File: src/rtl/axi_resp_pkg.sv
// Shared AXI response codes and read-channel FSM states for the AXI slave responder.
package axi_resp_pkg;

    typedef enum logic [1:0] {
        RESP_OKAY   = 2'b00,
        RESP_SLVERR = 2'b10
    } resp_e;

    typedef enum logic {
        R_IDLE,
        R_BURST
    } r_state_e;

    localparam int LEN_WIDTH = 8;

endpackage

File: src/rtl/axi_if.sv
// AXI bus bundle (AW, W, B, AR, R); modport s is the slave view used by the responder.
interface axi_if #(
    parameter int DATA_WIDTH = 32,
    parameter int ADDR_WIDTH = 16,
    parameter int ID_W_WIDTH = 5,
    parameter int ID_R_WIDTH = 5
);
    logic                    awvalid, awready;
    logic [ID_W_WIDTH-1:0]   awid;
    logic [ADDR_WIDTH-1:0]   awaddr;
    logic [7:0]              awlen;
    logic [2:0]              awsize;
    logic [1:0]              awburst;
    logic                    wvalid, wready, wlast;
    logic [DATA_WIDTH-1:0]   wdata;
    logic [DATA_WIDTH/8-1:0] wstrb;
    logic                    bvalid, bready;
    logic [ID_W_WIDTH-1:0]   bid;
    logic [1:0]              bresp;
    logic                    arvalid, arready;
    logic [ID_R_WIDTH-1:0]   arid;
    logic [ADDR_WIDTH-1:0]   araddr;
    logic [7:0]              arlen;
    logic [2:0]              arsize;
    logic [1:0]              arburst;
    logic                    rvalid, rready, rlast;
    logic [ID_R_WIDTH-1:0]   rid;
    logic [DATA_WIDTH-1:0]   rdata;
    logic [1:0]              rresp;

    modport s (
        input  awvalid, awid, awaddr, awlen, awsize, awburst, output awready,
        input  wvalid, wdata, wstrb, wlast, output wready,
        output bvalid, bid, bresp, input bready,
        input  arvalid, arid, araddr, arlen, arsize, arburst, output arready,
        output rvalid, rid, rdata, rresp, rlast, input rready
    );
endinterface

File: src/rtl/stream_fifo.sv
// Synchronous circular-buffer FIFO; push ignored when full, pop ignored when empty.
module stream_fifo #(
    parameter int WIDTH = 8,
    parameter int DEPTH = 4
) (
    input  logic             clk_i,
    input  logic             arstn_i,
    input  logic             push,
    input  logic [WIDTH-1:0] push_data,
    output logic             full,
    input  logic             pop,
    output logic [WIDTH-1:0] pop_data,
    output logic             empty
);
    localparam int PTR_W = (DEPTH > 1) ? $clog2(DEPTH) : 1;
    localparam int CNT_W = $clog2(DEPTH + 1);

    logic [WIDTH-1:0] mem [DEPTH];
    logic [PTR_W-1:0] wr_ptr_q, rd_ptr_q;
    logic [CNT_W-1:0] count_q;
    logic             do_push, do_pop;

    function automatic logic [PTR_W-1:0] next_ptr(input logic [PTR_W-1:0] p);
        return (p == PTR_W'(DEPTH - 1)) ? '0 : p + 1'b1;
    endfunction

    assign full     = (count_q == CNT_W'(DEPTH));
    assign empty    = (count_q == '0);
    assign do_push  = push && !full;
    assign do_pop   = pop && !empty;
    assign pop_data = mem[rd_ptr_q];

    // NOTE: storage is deliberately not reset; count_q alone defines which entries are valid.
    always_ff @(posedge clk_i) begin
        if (do_push) mem[wr_ptr_q] <= push_data;
    end

    // NOTE: sequential state uses non-blocking assignments so every register samples pre-edge values.
    always_ff @(posedge clk_i or negedge arstn_i) begin
        if (!arstn_i) begin
            wr_ptr_q <= '0;
            rd_ptr_q <= '0;
            count_q  <= '0;
        end else begin
            if (do_push) wr_ptr_q <= next_ptr(wr_ptr_q);
            if (do_pop)  rd_ptr_q <= next_ptr(rd_ptr_q);
            case ({do_push, do_pop})
                2'b10:   count_q <= count_q + 1'b1;
                2'b01:   count_q <= count_q - 1'b1;
                default: count_q <= count_q;
            endcase
        end
    end
endmodule

File: src/rtl/axi_slave_responder.sv
// AXI slave that accepts bursts, discards write data and returns tagged read data.
// Define AXI_SLAVE_WLAST_CHECK_EN to flag WLAST misuse with SLVERR and a sticky err_o.
module axi_slave_responder
    import axi_resp_pkg::*;
#(
    parameter int DATA_WIDTH = 32,
    parameter int ADDR_WIDTH = 16,
    parameter int ID_W_WIDTH = 5,
    parameter int ID_R_WIDTH = 5,
    parameter int FIFO_DEPTH = 4,
    parameter int RESP_ID    = 0
) (
    input  logic clk_i,
    input  logic arstn_i,
    axi_if.s     s_axi_i,
    output logic idle_o,
    output logic err_o
);
    localparam int AW_W = ID_W_WIDTH + LEN_WIDTH;
    localparam int B_W  = ID_W_WIDTH + 2;
    localparam int AR_W = ID_R_WIDTH + LEN_WIDTH;
    localparam logic [7:0] RESP_TAG = RESP_ID[7:0];

    logic            aw_push, aw_pop, aw_full, aw_empty;
    logic [AW_W-1:0] aw_head;
    logic            b_push, b_pop, b_full, b_empty;
    logic [B_W-1:0]  b_head;
    logic            ar_push, ar_pop, ar_full, ar_empty;
    logic [AR_W-1:0] ar_head;

    logic [7:0] w_beat_q;
    logic       w_hs, w_final;
    resp_e      b_resp;

    r_state_e   state_q, state_d;
    logic [7:0] r_beat_q;
    logic       r_valid, r_last, r_hs;

    // ---------------- write path ----------------
    assign s_axi_i.awready = !aw_full;
    assign aw_push         = s_axi_i.awvalid && !aw_full;

    stream_fifo #(.WIDTH(AW_W), .DEPTH(FIFO_DEPTH)) u_aw_fifo (
        .clk_i, .arstn_i,
        .push(aw_push), .push_data({s_axi_i.awid, s_axi_i.awlen}), .full(aw_full),
        .pop(aw_pop), .pop_data(aw_head), .empty(aw_empty)
    );

    // W beats wait for their AW and for room to post the B response.
    assign s_axi_i.wready = !aw_empty && !b_full;
    assign w_hs           = s_axi_i.wvalid && s_axi_i.wready;
    assign w_final        = w_hs && (w_beat_q == aw_head[LEN_WIDTH-1:0]);
    assign aw_pop         = w_final;
    assign b_push         = w_final;

    always_ff @(posedge clk_i or negedge arstn_i) begin
        if (!arstn_i)     w_beat_q <= '0;
        else if (w_final) w_beat_q <= '0;
        else if (w_hs)    w_beat_q <= w_beat_q + 1'b1;
    end

`ifdef AXI_SLAVE_WLAST_CHECK_EN
    logic burst_err_q, err_q, beat_err;

    assign beat_err = w_hs && (s_axi_i.wlast != (w_beat_q == aw_head[LEN_WIDTH-1:0]));
    assign b_resp   = (burst_err_q || beat_err) ? RESP_SLVERR : RESP_OKAY;
    assign err_o    = err_q;

    always_ff @(posedge clk_i or negedge arstn_i) begin
        if (!arstn_i) begin
            burst_err_q <= 1'b0;
            err_q       <= 1'b0;
        end else begin
            if (w_final)       burst_err_q <= 1'b0;
            else if (beat_err) burst_err_q <= 1'b1;
            if (beat_err)      err_q       <= 1'b1;
        end
    end
`else
    assign b_resp = RESP_OKAY;
    assign err_o  = 1'b0;
`endif

    stream_fifo #(.WIDTH(B_W), .DEPTH(FIFO_DEPTH)) u_b_fifo (
        .clk_i, .arstn_i,
        .push(b_push), .push_data({aw_head[AW_W-1:LEN_WIDTH], b_resp}), .full(b_full),
        .pop(b_pop), .pop_data(b_head), .empty(b_empty)
    );

    assign s_axi_i.bvalid = !b_empty;
    assign s_axi_i.bid    = b_head[B_W-1:2];
    assign s_axi_i.bresp  = b_head[1:0];
    assign b_pop          = !b_empty && s_axi_i.bready;

    // ---------------- read path ----------------
    assign s_axi_i.arready = !ar_full;
    assign ar_push         = s_axi_i.arvalid && !ar_full;

    stream_fifo #(.WIDTH(AR_W), .DEPTH(FIFO_DEPTH)) u_ar_fifo (
        .clk_i, .arstn_i,
        .push(ar_push), .push_data({s_axi_i.arid, s_axi_i.arlen}), .full(ar_full),
        .pop(ar_pop), .pop_data(ar_head), .empty(ar_empty)
    );

    assign r_last = (r_beat_q == ar_head[LEN_WIDTH-1:0]);
    assign r_hs   = r_valid && s_axi_i.rready;

    always_ff @(posedge clk_i or negedge arstn_i) begin
        if (!arstn_i) state_q <= R_IDLE;
        else          state_q <= state_d;
    end

    // NOTE: every always_comb output gets a default first so no path leaves it unassigned (no latch).
    always_comb begin
        state_d = state_q;
        r_valid = 1'b0;
        ar_pop  = 1'b0;
        case (state_q)
            R_IDLE: begin
                if (!ar_empty) state_d = R_BURST;
            end
            R_BURST: begin
                r_valid = 1'b1;
                if (s_axi_i.rready && r_last) begin
                    ar_pop  = 1'b1;
                    state_d = R_IDLE;
                end
            end
            default: state_d = R_IDLE;
        endcase
    end

    always_ff @(posedge clk_i or negedge arstn_i) begin
        if (!arstn_i)  r_beat_q <= '0;
        else if (r_hs) r_beat_q <= r_last ? '0 : r_beat_q + 1'b1;
    end

    assign s_axi_i.rvalid = r_valid;
    assign s_axi_i.rid    = ar_head[AR_W-1:LEN_WIDTH];
    assign s_axi_i.rresp  = RESP_OKAY;
    assign s_axi_i.rdata  = DATA_WIDTH'({RESP_TAG, r_beat_q});
    assign s_axi_i.rlast  = r_valid && r_last;

    assign idle_o = aw_empty && b_empty && ar_empty && (state_q == R_IDLE) && (w_beat_q == '0);
endmodule

File: src/flat_wrapper.sv
// flat-port wrapper written by rule: the top's interface ports become plain ports
module axi_slave_responder_flat import axi_resp_pkg::*;
#(
    parameter int DATA_WIDTH = 32,
    parameter int ADDR_WIDTH = 16,
    parameter int ID_W_WIDTH = 5,
    parameter int ID_R_WIDTH = 5,
    parameter int FIFO_DEPTH = 4,
    parameter int RESP_ID    = 0
)
  (clk_i, arstn_i, idle_o, err_o, s_axi_i_awvalid, s_axi_i_awid, s_axi_i_awaddr, s_axi_i_awlen, s_axi_i_awsize, s_axi_i_awburst, s_axi_i_awready, s_axi_i_wvalid, s_axi_i_wdata, s_axi_i_wstrb, s_axi_i_wlast, s_axi_i_wready, s_axi_i_bvalid, s_axi_i_bid, s_axi_i_bresp, s_axi_i_bready, s_axi_i_arvalid, s_axi_i_arid, s_axi_i_araddr, s_axi_i_arlen, s_axi_i_arsize, s_axi_i_arburst, s_axi_i_arready, s_axi_i_rvalid, s_axi_i_rid, s_axi_i_rdata, s_axi_i_rresp, s_axi_i_rlast, s_axi_i_rready);
  axi_if #(.DATA_WIDTH(DATA_WIDTH), .ADDR_WIDTH(ADDR_WIDTH), .ID_W_WIDTH(ID_W_WIDTH), .ID_R_WIDTH(ID_R_WIDTH)) s_axi_i_i ();
  input  logic clk_i;
  input  logic arstn_i;
  output logic idle_o;
  output logic err_o;
  input wire logic [$bits(s_axi_i_i.awvalid)-1:0] s_axi_i_awvalid;
  input wire logic [$bits(s_axi_i_i.awid)-1:0] s_axi_i_awid;
  input wire logic [$bits(s_axi_i_i.awaddr)-1:0] s_axi_i_awaddr;
  input wire logic [$bits(s_axi_i_i.awlen)-1:0] s_axi_i_awlen;
  input wire logic [$bits(s_axi_i_i.awsize)-1:0] s_axi_i_awsize;
  input wire logic [$bits(s_axi_i_i.awburst)-1:0] s_axi_i_awburst;
  output wire logic [$bits(s_axi_i_i.awready)-1:0] s_axi_i_awready;
  input wire logic [$bits(s_axi_i_i.wvalid)-1:0] s_axi_i_wvalid;
  input wire logic [$bits(s_axi_i_i.wdata)-1:0] s_axi_i_wdata;
  input wire logic [$bits(s_axi_i_i.wstrb)-1:0] s_axi_i_wstrb;
  input wire logic [$bits(s_axi_i_i.wlast)-1:0] s_axi_i_wlast;
  output wire logic [$bits(s_axi_i_i.wready)-1:0] s_axi_i_wready;
  output wire logic [$bits(s_axi_i_i.bvalid)-1:0] s_axi_i_bvalid;
  output wire logic [$bits(s_axi_i_i.bid)-1:0] s_axi_i_bid;
  output wire logic [$bits(s_axi_i_i.bresp)-1:0] s_axi_i_bresp;
  input wire logic [$bits(s_axi_i_i.bready)-1:0] s_axi_i_bready;
  input wire logic [$bits(s_axi_i_i.arvalid)-1:0] s_axi_i_arvalid;
  input wire logic [$bits(s_axi_i_i.arid)-1:0] s_axi_i_arid;
  input wire logic [$bits(s_axi_i_i.araddr)-1:0] s_axi_i_araddr;
  input wire logic [$bits(s_axi_i_i.arlen)-1:0] s_axi_i_arlen;
  input wire logic [$bits(s_axi_i_i.arsize)-1:0] s_axi_i_arsize;
  input wire logic [$bits(s_axi_i_i.arburst)-1:0] s_axi_i_arburst;
  output wire logic [$bits(s_axi_i_i.arready)-1:0] s_axi_i_arready;
  output wire logic [$bits(s_axi_i_i.rvalid)-1:0] s_axi_i_rvalid;
  output wire logic [$bits(s_axi_i_i.rid)-1:0] s_axi_i_rid;
  output wire logic [$bits(s_axi_i_i.rdata)-1:0] s_axi_i_rdata;
  output wire logic [$bits(s_axi_i_i.rresp)-1:0] s_axi_i_rresp;
  output wire logic [$bits(s_axi_i_i.rlast)-1:0] s_axi_i_rlast;
  input wire logic [$bits(s_axi_i_i.rready)-1:0] s_axi_i_rready;
  assign s_axi_i_i.awvalid = s_axi_i_awvalid;
  assign s_axi_i_i.awid = s_axi_i_awid;
  assign s_axi_i_i.awaddr = s_axi_i_awaddr;
  assign s_axi_i_i.awlen = s_axi_i_awlen;
  assign s_axi_i_i.awsize = s_axi_i_awsize;
  assign s_axi_i_i.awburst = s_axi_i_awburst;
  assign s_axi_i_awready = s_axi_i_i.awready;
  assign s_axi_i_i.wvalid = s_axi_i_wvalid;
  assign s_axi_i_i.wdata = s_axi_i_wdata;
  assign s_axi_i_i.wstrb = s_axi_i_wstrb;
  assign s_axi_i_i.wlast = s_axi_i_wlast;
  assign s_axi_i_wready = s_axi_i_i.wready;
  assign s_axi_i_bvalid = s_axi_i_i.bvalid;
  assign s_axi_i_bid = s_axi_i_i.bid;
  assign s_axi_i_bresp = s_axi_i_i.bresp;
  assign s_axi_i_i.bready = s_axi_i_bready;
  assign s_axi_i_i.arvalid = s_axi_i_arvalid;
  assign s_axi_i_i.arid = s_axi_i_arid;
  assign s_axi_i_i.araddr = s_axi_i_araddr;
  assign s_axi_i_i.arlen = s_axi_i_arlen;
  assign s_axi_i_i.arsize = s_axi_i_arsize;
  assign s_axi_i_i.arburst = s_axi_i_arburst;
  assign s_axi_i_arready = s_axi_i_i.arready;
  assign s_axi_i_rvalid = s_axi_i_i.rvalid;
  assign s_axi_i_rid = s_axi_i_i.rid;
  assign s_axi_i_rdata = s_axi_i_i.rdata;
  assign s_axi_i_rresp = s_axi_i_i.rresp;
  assign s_axi_i_rlast = s_axi_i_i.rlast;
  assign s_axi_i_i.rready = s_axi_i_rready;
  axi_slave_responder #(.DATA_WIDTH(DATA_WIDTH), .ADDR_WIDTH(ADDR_WIDTH), .ID_W_WIDTH(ID_W_WIDTH), .ID_R_WIDTH(ID_R_WIDTH), .FIFO_DEPTH(FIFO_DEPTH), .RESP_ID(RESP_ID)) u_core (.clk_i(clk_i), .arstn_i(arstn_i), .s_axi_i(s_axi_i_i), .idle_o(idle_o), .err_o(err_o));
endmodule
File: config.mk
export PLATFORM = sky130hd
export DESIGN_NAME = axi_slave_responder_flat
export DESIGN_NICKNAME = d
export VERILOG_FILES = /design/src/rtl/axi_resp_pkg.sv /design/src/rtl/axi_if.sv /design/src/rtl/stream_fifo.sv /design/src/rtl/axi_slave_responder.sv /design/src/flat_wrapper.sv
export SDC_FILE = /design/constraint.sdc
export NUM_CORES = 1
export LEC_CHECK = 0
export BUFFER_PORTS_ARGS = -buffer_cell sky130_fd_sc_hd__buf_2
export CAP_MARGIN = 25
export CORE_ASPECT_RATIO = 1.4
export CORE_MARGIN = 2
export CORE_UTILIZATION = 42
export CTS_BUF_LIST = sky130_fd_sc_hd__clkbuf_8
export DETAILED_ROUTE_END_ITERATION = 10
export GPL_ROUTABILITY_DRIVEN = 0
export HOLD_SLACK_MARGIN = 0.05
export SLEW_MARGIN = 20
export SYNTH_ARGS = -nofsm -noshare
export SYNTH_HDL_FRONTEND = slang
export SYNTH_SLANG_ARGS = --single-unit
File: constraint.sdc
create_clock -name clk_i -period 3.5 [get_ports clk_i]
set_input_delay 0.175 -clock clk_i [delete_from_list [all_inputs] [get_ports clk_i]]
set_output_delay 0.175 -clock clk_i [all_outputs]
set_load 0.03 [all_outputs]
==> out/results.ini, run 1 <==
[timing]
worst_pin_slew_ns=0.7536
fin_crit_ns=3.212
hold_viol=0
slew_viol_final=0
fin_setup_tns_ns=0
setup_viol=0
finalWorstSetupSlack_ns=0.2876
grt_setup_unrepaired=no
relSlewSlack_pct=49.76
post-route-period-util_pct=91.78
max_clock_freq_mhz=311.3
fin_skew_ns=0.01212

[synthesis]
synth_area_leaders=edfxtp_1 52%, dfrtp_1 13%, mux4_2 8.9%
yosys.area.top_type=edfxtp_1
yosysTopAreaCellShare_pct=52.38
synth_cell_type_count=44
syn_area_mm2=0.007109
ys_warn_count=0
ys_ff_latch=162
synth_cells=434
synth_area_per_cell_um2=16.38
ys_seq_area_share_pct=65.75

[flow_run]
max-cap-violations=0

[setup_path]
worstPathArrival_ns=3.57
cp_cell_sequence=mux4_2, xnor2_1, nand4_2, nor2_2, and3_1, ha_1, inv_1, fa_1, xor2_1, nor2_1, xor2_1
crit_required_ns=3.86
critical_path.top_delay_family=flip-flops
cpPeakStageDelay_ns=0.72
path_buf_inv=1
path_class=reg2reg
end_kind=register
startpoint_type=register
cp_slowest_cell=dfrtp_1
path_common_cell=xor2_1
cp_max_fo=10

[floorplanning]
coreArea_mm2=0.01668
die_w_um=114.0
rows=56
dieArea_mm2=0.01800
die_y_um=157.9
boundaryPins=166
start_util_pct=42.63

[clock_tree]
cts_tree=done
h-tree-depth=4
root_buffer=clkbuf_8
insertion_delay_ns=0.44
path_clk_slew_ns=0.08
cts.path.max_buffers=2
numCtsBuffers=17
cts_sinks=162

[power_and_ir_drop]
p_leak_nw=3.087
vdd_drop_max_mv=0.3128
power.density_mw_per_mm2=696.3

[drt]
via_count=3710
drt_iter0_markers=185
wl_per_cell_um=16.44
vias_per_cell=4.940
route.detailed.drc=0
wl_um=12350
ant_nets=0
dr.pass1.iters=4

[finish]
area_growth_pct=14.92
fin_nets=671
layout.cells.most_common=edfxtp_1
insertedDiodeCount=0
final_cell_mix=124 x edfxtp_1, 57 x buf_2, 38 x dfrtp_1, 29 x conb_1, 28 x mux4_2
drive_gt1_share_pct=25.36

[global_routing]
grt_pass1_wl_um=19010
grt_usage_pct=14.20
antenna_found_initial=0
grt_max_degree=39
grt_pass1_vias=3738
grt-ovfl-total=0

[run_status]
status=completed

[placed_design]
dp_hpwl_um=8391
io_buffers=57
dp_slack_ns=0.2554

[worst_hold_path]
hp-class=in2reg

==> per-layer routing <==
metal	track usage, %	part of all wire [%]	vias up
met5	0	0	-
met4	4.878	0.72	0
met3	3.867	3.6	7
met2	26.11	54	78
met1	15.71	41	1873
li1	-	-	1752
==> cells by family (layout without fill, tap and decap cells) <==
group / count (synthesis) / in the layout / synth area share (%)
multiplexers: 43 / 43 / 11.37
XOR/XNOR: 35 / 35 / 4.312
buffers and inverters: 58 / 144 / 5.086
AND/OR/NAND/NOR: 89 / 89 / 7.040
other: 1 / 29 / 0.05275
AO/OA/AOI/OAI: 22 / 22 / 1.848
flip-flops: 162 / 162 / 65.75
adder cells (fa/ha/maj): 24 / 24 / 4.541
==> power breakdown <==
group	internal (W)	switching [W]	total [W]	leakage, nW
sequential	0.00252	0.000308	0.00283	1.60
combinational	0.000674	0.000950	0.00162	1.31
clock	0.000510	0.000727	0.00124	0.177
total	0.00371	0.00198	0.00569	3.09
==> final cells by class <==
| cell class | count | area (um^2) |
|---|---|---|
| clock buffer | 17 | 234.0 |
| clock inverter | 15 | 122.6 |
| fill | 1411 | 8506 |
| inverter | 19 | 71.32 |
| multi-input combinational | 242 | 2178 |
| sequential | 162 | 4674 |
| tap | 203 | 254.0 |
| timing repair buffer | 93 | 635.6 |
==> state kept, by name, summed over array words and instances, names as in the netlist <==
name,count
u_core.u_ar_fifo.mem,52
u_core.u_aw_fifo.mem,52
u_core.u_b_fifo.mem,20
u_core.r_beat_q,8
u_core.w_beat_q,8
u_core.u_ar_fifo.count_q,3
u_core.u_aw_fifo.count_q,3
u_core.u_b_fifo.count_q,3
u_core.u_ar_fifo.rd_ptr_q,2
u_core.u_ar_fifo.wr_ptr_q,2
u_core.u_aw_fifo.rd_ptr_q,2
u_core.u_aw_fifo.wr_ptr_q,2
u_core.u_b_fifo.rd_ptr_q,2
u_core.u_b_fifo.wr_ptr_q,2
u_core.state_q,1
==> cells in the mapped netlist <==
master	instances
o311ai_1	1
and4_1	2
inv_1	19
and2_1	7
nor4_1	2
o211ai_1	1
or3_1	2
mux2_2	9
buf_6	1
nor2_2	1
dfrtp_1	38
buf_2	3
a22oi_1	1
mux2i_1	5
nand4_1	1
nor4b_4	1
o22ai_1	2
edfxtp_1	124
nor3b_1	3
nand2b_1	2
xor2_1	9
nand4bb_1	1
mux4_1	1
fa_1	3
mux4_2	28
nand2_1	22
a21boi_0	1
o21ai_1	1
clkbuf_1	3
conb_1	1
nand4_2	2
buf_4	31
nor3_1	8
nand3_1	6
xnor2_1	26
a21oi_1	6
a21o_1	3
nor2b_1	2
o21ai_0	6
and3_1	9
buf_12	1
nor4_4	1
nor2_1	17
ha_1	21
==> metrics by stage <==
step | std cells | hold WS [ns] | instance area [um^2] | util [%] | total power, W
finish | 751 | 0.1084 | 8170 | 48.99 | 0.005689
global route | 751 | 0.1076 | 8170 | 48.99 | 0.006027
CTS | 750 | 0.07145 | 8150 | 48.87 | 0.005779
detailed placement | 691 | 0.3743 | 7523 | 45.12 | 0.004506
global placement | 691 | 0.3580 | 7523 | 45.12 | 0.004427
floorplan | 462 | -0.1206 | 7214 | - | 0.004055
==> worst register-to-register path: stages (launching register included) <==
cell     delay (ns)
dfrtp_1        0.72
mux4_2         0.63
xnor2_1        0.18
nand4_2        0.22
nor2_2         0.18
and3_1         0.17
ha_1           0.18
inv_1          0.06
fa_1           0.37
xor2_1         0.15
nor2_1         0.11
xor2_1         0.15
==> worst paths after layout <==
| path | start | cells past startpoint | slack (ns) | to |
|---|---|---|---|---|
| max | u_core.u_ar_fifo.rd_ptr_q[0] | 11 | 0.29 | u_core.u_ar_fifo.count_q[2] |
| min in group asynchronous | arstn_i | 2 | 0.18 | u_core.u_ar_fifo.rd_ptr_q[1] |
| min reg2reg | u_core.u_b_fifo.count_q[2] | 1 | 0.48 | u_core.u_b_fifo.count_q[2] |
| min | s_axi_i_bready | 3 | 0.11 | u_core.u_b_fifo.rd_ptr_q[0] |
| max in group asynchronous | arstn_i | 3 | 2.85 | u_core.r_beat_q[5] |
| max reg2reg | u_core.u_ar_fifo.rd_ptr_q[0] | 11 | 0.29 | u_core.u_ar_fifo.count_q[2] |
==> what timing repair did <==
action                                 in CTS  in global routing
hold buffers                               27                  0
setup buffers                               0                  0
gates resized for setup                     0                  0
endpoints found under the hold margin     142                  0
Power figures use the tool's default switching activity.
==> run 2, diff against run 1 <==
--- a/config.mk
+++ b/config.mk
@@ -5,13 +5,13 @@
 export SDC_FILE = /design/constraint.sdc
 export NUM_CORES = 1
 export LEC_CHECK = 0
-export BUFFER_PORTS_ARGS = -buffer_cell sky130_fd_sc_hd__buf_2
 export CAP_MARGIN = 25
 export CORE_ASPECT_RATIO = 1.4
 export CORE_MARGIN = 2
 export CORE_UTILIZATION = 42
 export CTS_BUF_LIST = sky130_fd_sc_hd__clkbuf_8
 export DETAILED_ROUTE_END_ITERATION = 10
+export DONT_BUFFER_PORTS = 1
 export GPL_ROUTABILITY_DRIVEN = 0
 export HOLD_SLACK_MARGIN = 0.05
 export SLEW_MARGIN = 20
==> run 2 against run 1 <==
Critical path depth shrank 1. Cell area shrank 2.3%. First-iteration DRC count grew 0.54%. Combinational power shrank 10%. Sequential share of layout area grew 1.3 points. Register-to-register slack is essentially flat. Via count shrank 4.7%. Largest cell class unchanged. Largest power group unchanged.
==> out/results.ini, run 2 (synthesis gave the netlist of run 1 again) <==
[run_status]
status=completed

[clock_tree]
numCtsBuffers=17
h-tree-depth=4
path_clk_slew_ns=0.09
cts.path.max_buffers=2
insertion_delay_ns=0.45
root_buffer=clkbuf_8
cts_tree=done
cts_setup_buffers=0
cts_sinks=162

[timing]
holdWs_ns=0.08980
max_clock_freq_mhz=311.6
fin_setup_tns_ns=0
slew_viol_final=0
hold_viol=0
post-route-period-util_pct=91.69
worst_pin_slew_ns=0.7384
fin_crit_ns=3.209
grt_setup_unrepaired=no
setup_viol=0
fin_skew_ns=0.01529
relSlewSlack_pct=50.77
finalWorstSetupSlack_ns=0.2909

[placed_design]
dp_slack_ns=0.2104
dp_hpwl_um=8320
place_area_mm2=0.007253
dp.cells=636
io_buffers=0

[setup_path]
path_common_cell=xor2_1
reg2reg_depth=10
worstPathArrival_ns=3.58
cp_slowest_cell=dfrtp_1
crit_required_ns=3.87
reg2reg_setup_slack_ns=0.29
reg2reg_from=u_core.u_aw_fifo.rd_ptr_q[0]
path_class=reg2reg
startpoint_type=register
r2r_end=u_core.u_aw_fifo.count_q[2]
cp_max_fo=10
end_kind=register
cpPeakStageDelay_ns=0.63
cp_cell_sequence=mux4_2, xnor2_1, o311ai_1, nor4_4, ha_1, inv_1, fa_1, xor2_1, nor2_1, xor2_1

[global_routing]
grt-ovfl-total=0
grt_usage_pct=14.04
grt_pass1_wl_um=18880
grt_pass1_vias=3628
antenna_found_initial=0
grt_max_degree=39

[floorplanning]
rows=56
die_w_um=114.0
coreArea_mm2=0.01668
die_y_um=157.9
dieArea_mm2=0.01800
start_util_pct=42.63
boundaryPins=166

[finish]
layout.cells.most_common=edfxtp_1
insertedDiodeCount=0
area_growth_pct=12.34
instances_no_fill=700
drive_gt1_share_pct=17.30
reg_top3=u_core.u_ar_fifo.mem: 52 flops, u_core.u_aw_fifo.mem: 52 flops, u_core.u_b_fifo.mem: 20 flops
finalInstanceArea_mm2=0.007986
final_cell_mix=124 x edfxtp_1, 37 x dfrtp_1, 31 x dlygate4sd3_1, 29 x conb_1, 28 x mux4_2
fin_nets=620

[drt]
ant_nets=0
wl_per_cell_um=17.14
route.detailed.drc=0
vias_per_cell=5.049
wl_um=12000
via_count=3534
drt_iter0_markers=186
dr.pass1.iters=4

[worst_hold_path]
hold_path_depth=3
hp-class=in2reg
holdCritStartpoint=s_axi_i_rready
holdPathEnd=u_core.r_beat_q[2]

[flow_run]
max-cap-violations=0

[power_and_ir_drop]
power.density_mw_per_mm2=713.7
vdd_drop_max_mv=0.4521
p_leak_nw=2.917

[run 2: cell count changes in the layout (fill, tap and decap cells not counted)]
| cell | change |
|---|---|
| clkinvlp_4 | -2 |
| dlygate4sd3_1 | +4 |
| dfrtp_2 | +1 |
| clkinv_2 | -1 |
| buf_4 | +2 |
| clkinv_1 | -1 |
| clkinv_4 | +1 |
| buf_2 | -57 |
| dfrtp_1 | -1 |
| inv_8 | +2 |
| bufinv_16 | +1 |
| clkinv_8 | +1 |
| inv_6 | -1 |
[run 2: routing by layer]
metal,wire length (um),global-route usage [%],vias to the layer above
met5,0,0,-
met4,138,4.530,0
met3,649,4.977,9
met2,6577,26.08,76
met1,4630,14.66,1796
li1,-,-,1653
[run 2: worst max path at each step]
stage                                      start                     endpoint  slack (ns)  cells past startpoint
floorplan           u_core.u_aw_fifo.rd_ptr_q[0]  u_core.u_aw_fifo.count_q[2]        0.52                     12
global placement    u_core.u_ar_fifo.rd_ptr_q[0]  u_core.u_ar_fifo.count_q[2]        0.25                     11
detailed placement  u_core.u_ar_fifo.rd_ptr_q[0]  u_core.u_ar_fifo.count_q[2]        0.21                     11
CTS                 u_core.u_ar_fifo.rd_ptr_q[0]  u_core.u_ar_fifo.count_q[2]        0.16                     11
global route        u_core.u_aw_fifo.rd_ptr_q[0]  u_core.u_aw_fifo.count_q[2]        0.05                     10
finish              u_core.u_aw_fifo.rd_ptr_q[0]  u_core.u_aw_fifo.count_q[2]        0.29                     10
[run 2: worst max-delay path, delay by kind of cell, from the launching register on]
kind | cells | cell delay [ns]
fa+ha+maj | 2 | 0.64
mux | 1 | 0.58
compound gates | 1 | 0.18
simple gates | 2 | 0.55
buf+inv | 1 | 0.06
xor+xnor | 3 | 0.51
flops | 1 | 0.63
[run 2: through the flow]
step	power [W]	utilization (%)
2_1_floorplan	0.004055	-
3_3_place_gp	0.004293	43.49
3_5_place_dp	0.004381	43.49
4_1_cts	0.005788	47.88
5_1_grt	0.006030	47.89
6_report	0.005700	47.89
[run 2: area by class of cell]
| class | count | area (um^2) |
|---|---|---|
| Clock buffer | 17 | 234.0 |
| Clock inverter | 15 | 167.7 |
| Fill cell | 1424 | 8690 |
| Inverter | 19 | 71.32 |
| Multi-Input combinational cell | 242 | 2178 |
| Sequential cell | 162 | 4676 |
| Tap cell | 203 | 254.0 |
| Timing Repair Buffer | 42 | 405.4 |
[run 2: what timing repair did]
item / CTS / global route
setup endpoints to repair: 0 / 1
hold buffers: 32 / 0
endpoints found under the hold margin: 149 / 0
resized for setup: 0 / 1
[run 2: power breakdown]
part	switching (W)	internal, W
combinational	0.000848	0.000603
sequential	0.000381	0.00252
clock	0.000748	0.000600
total	0.00198	0.00372
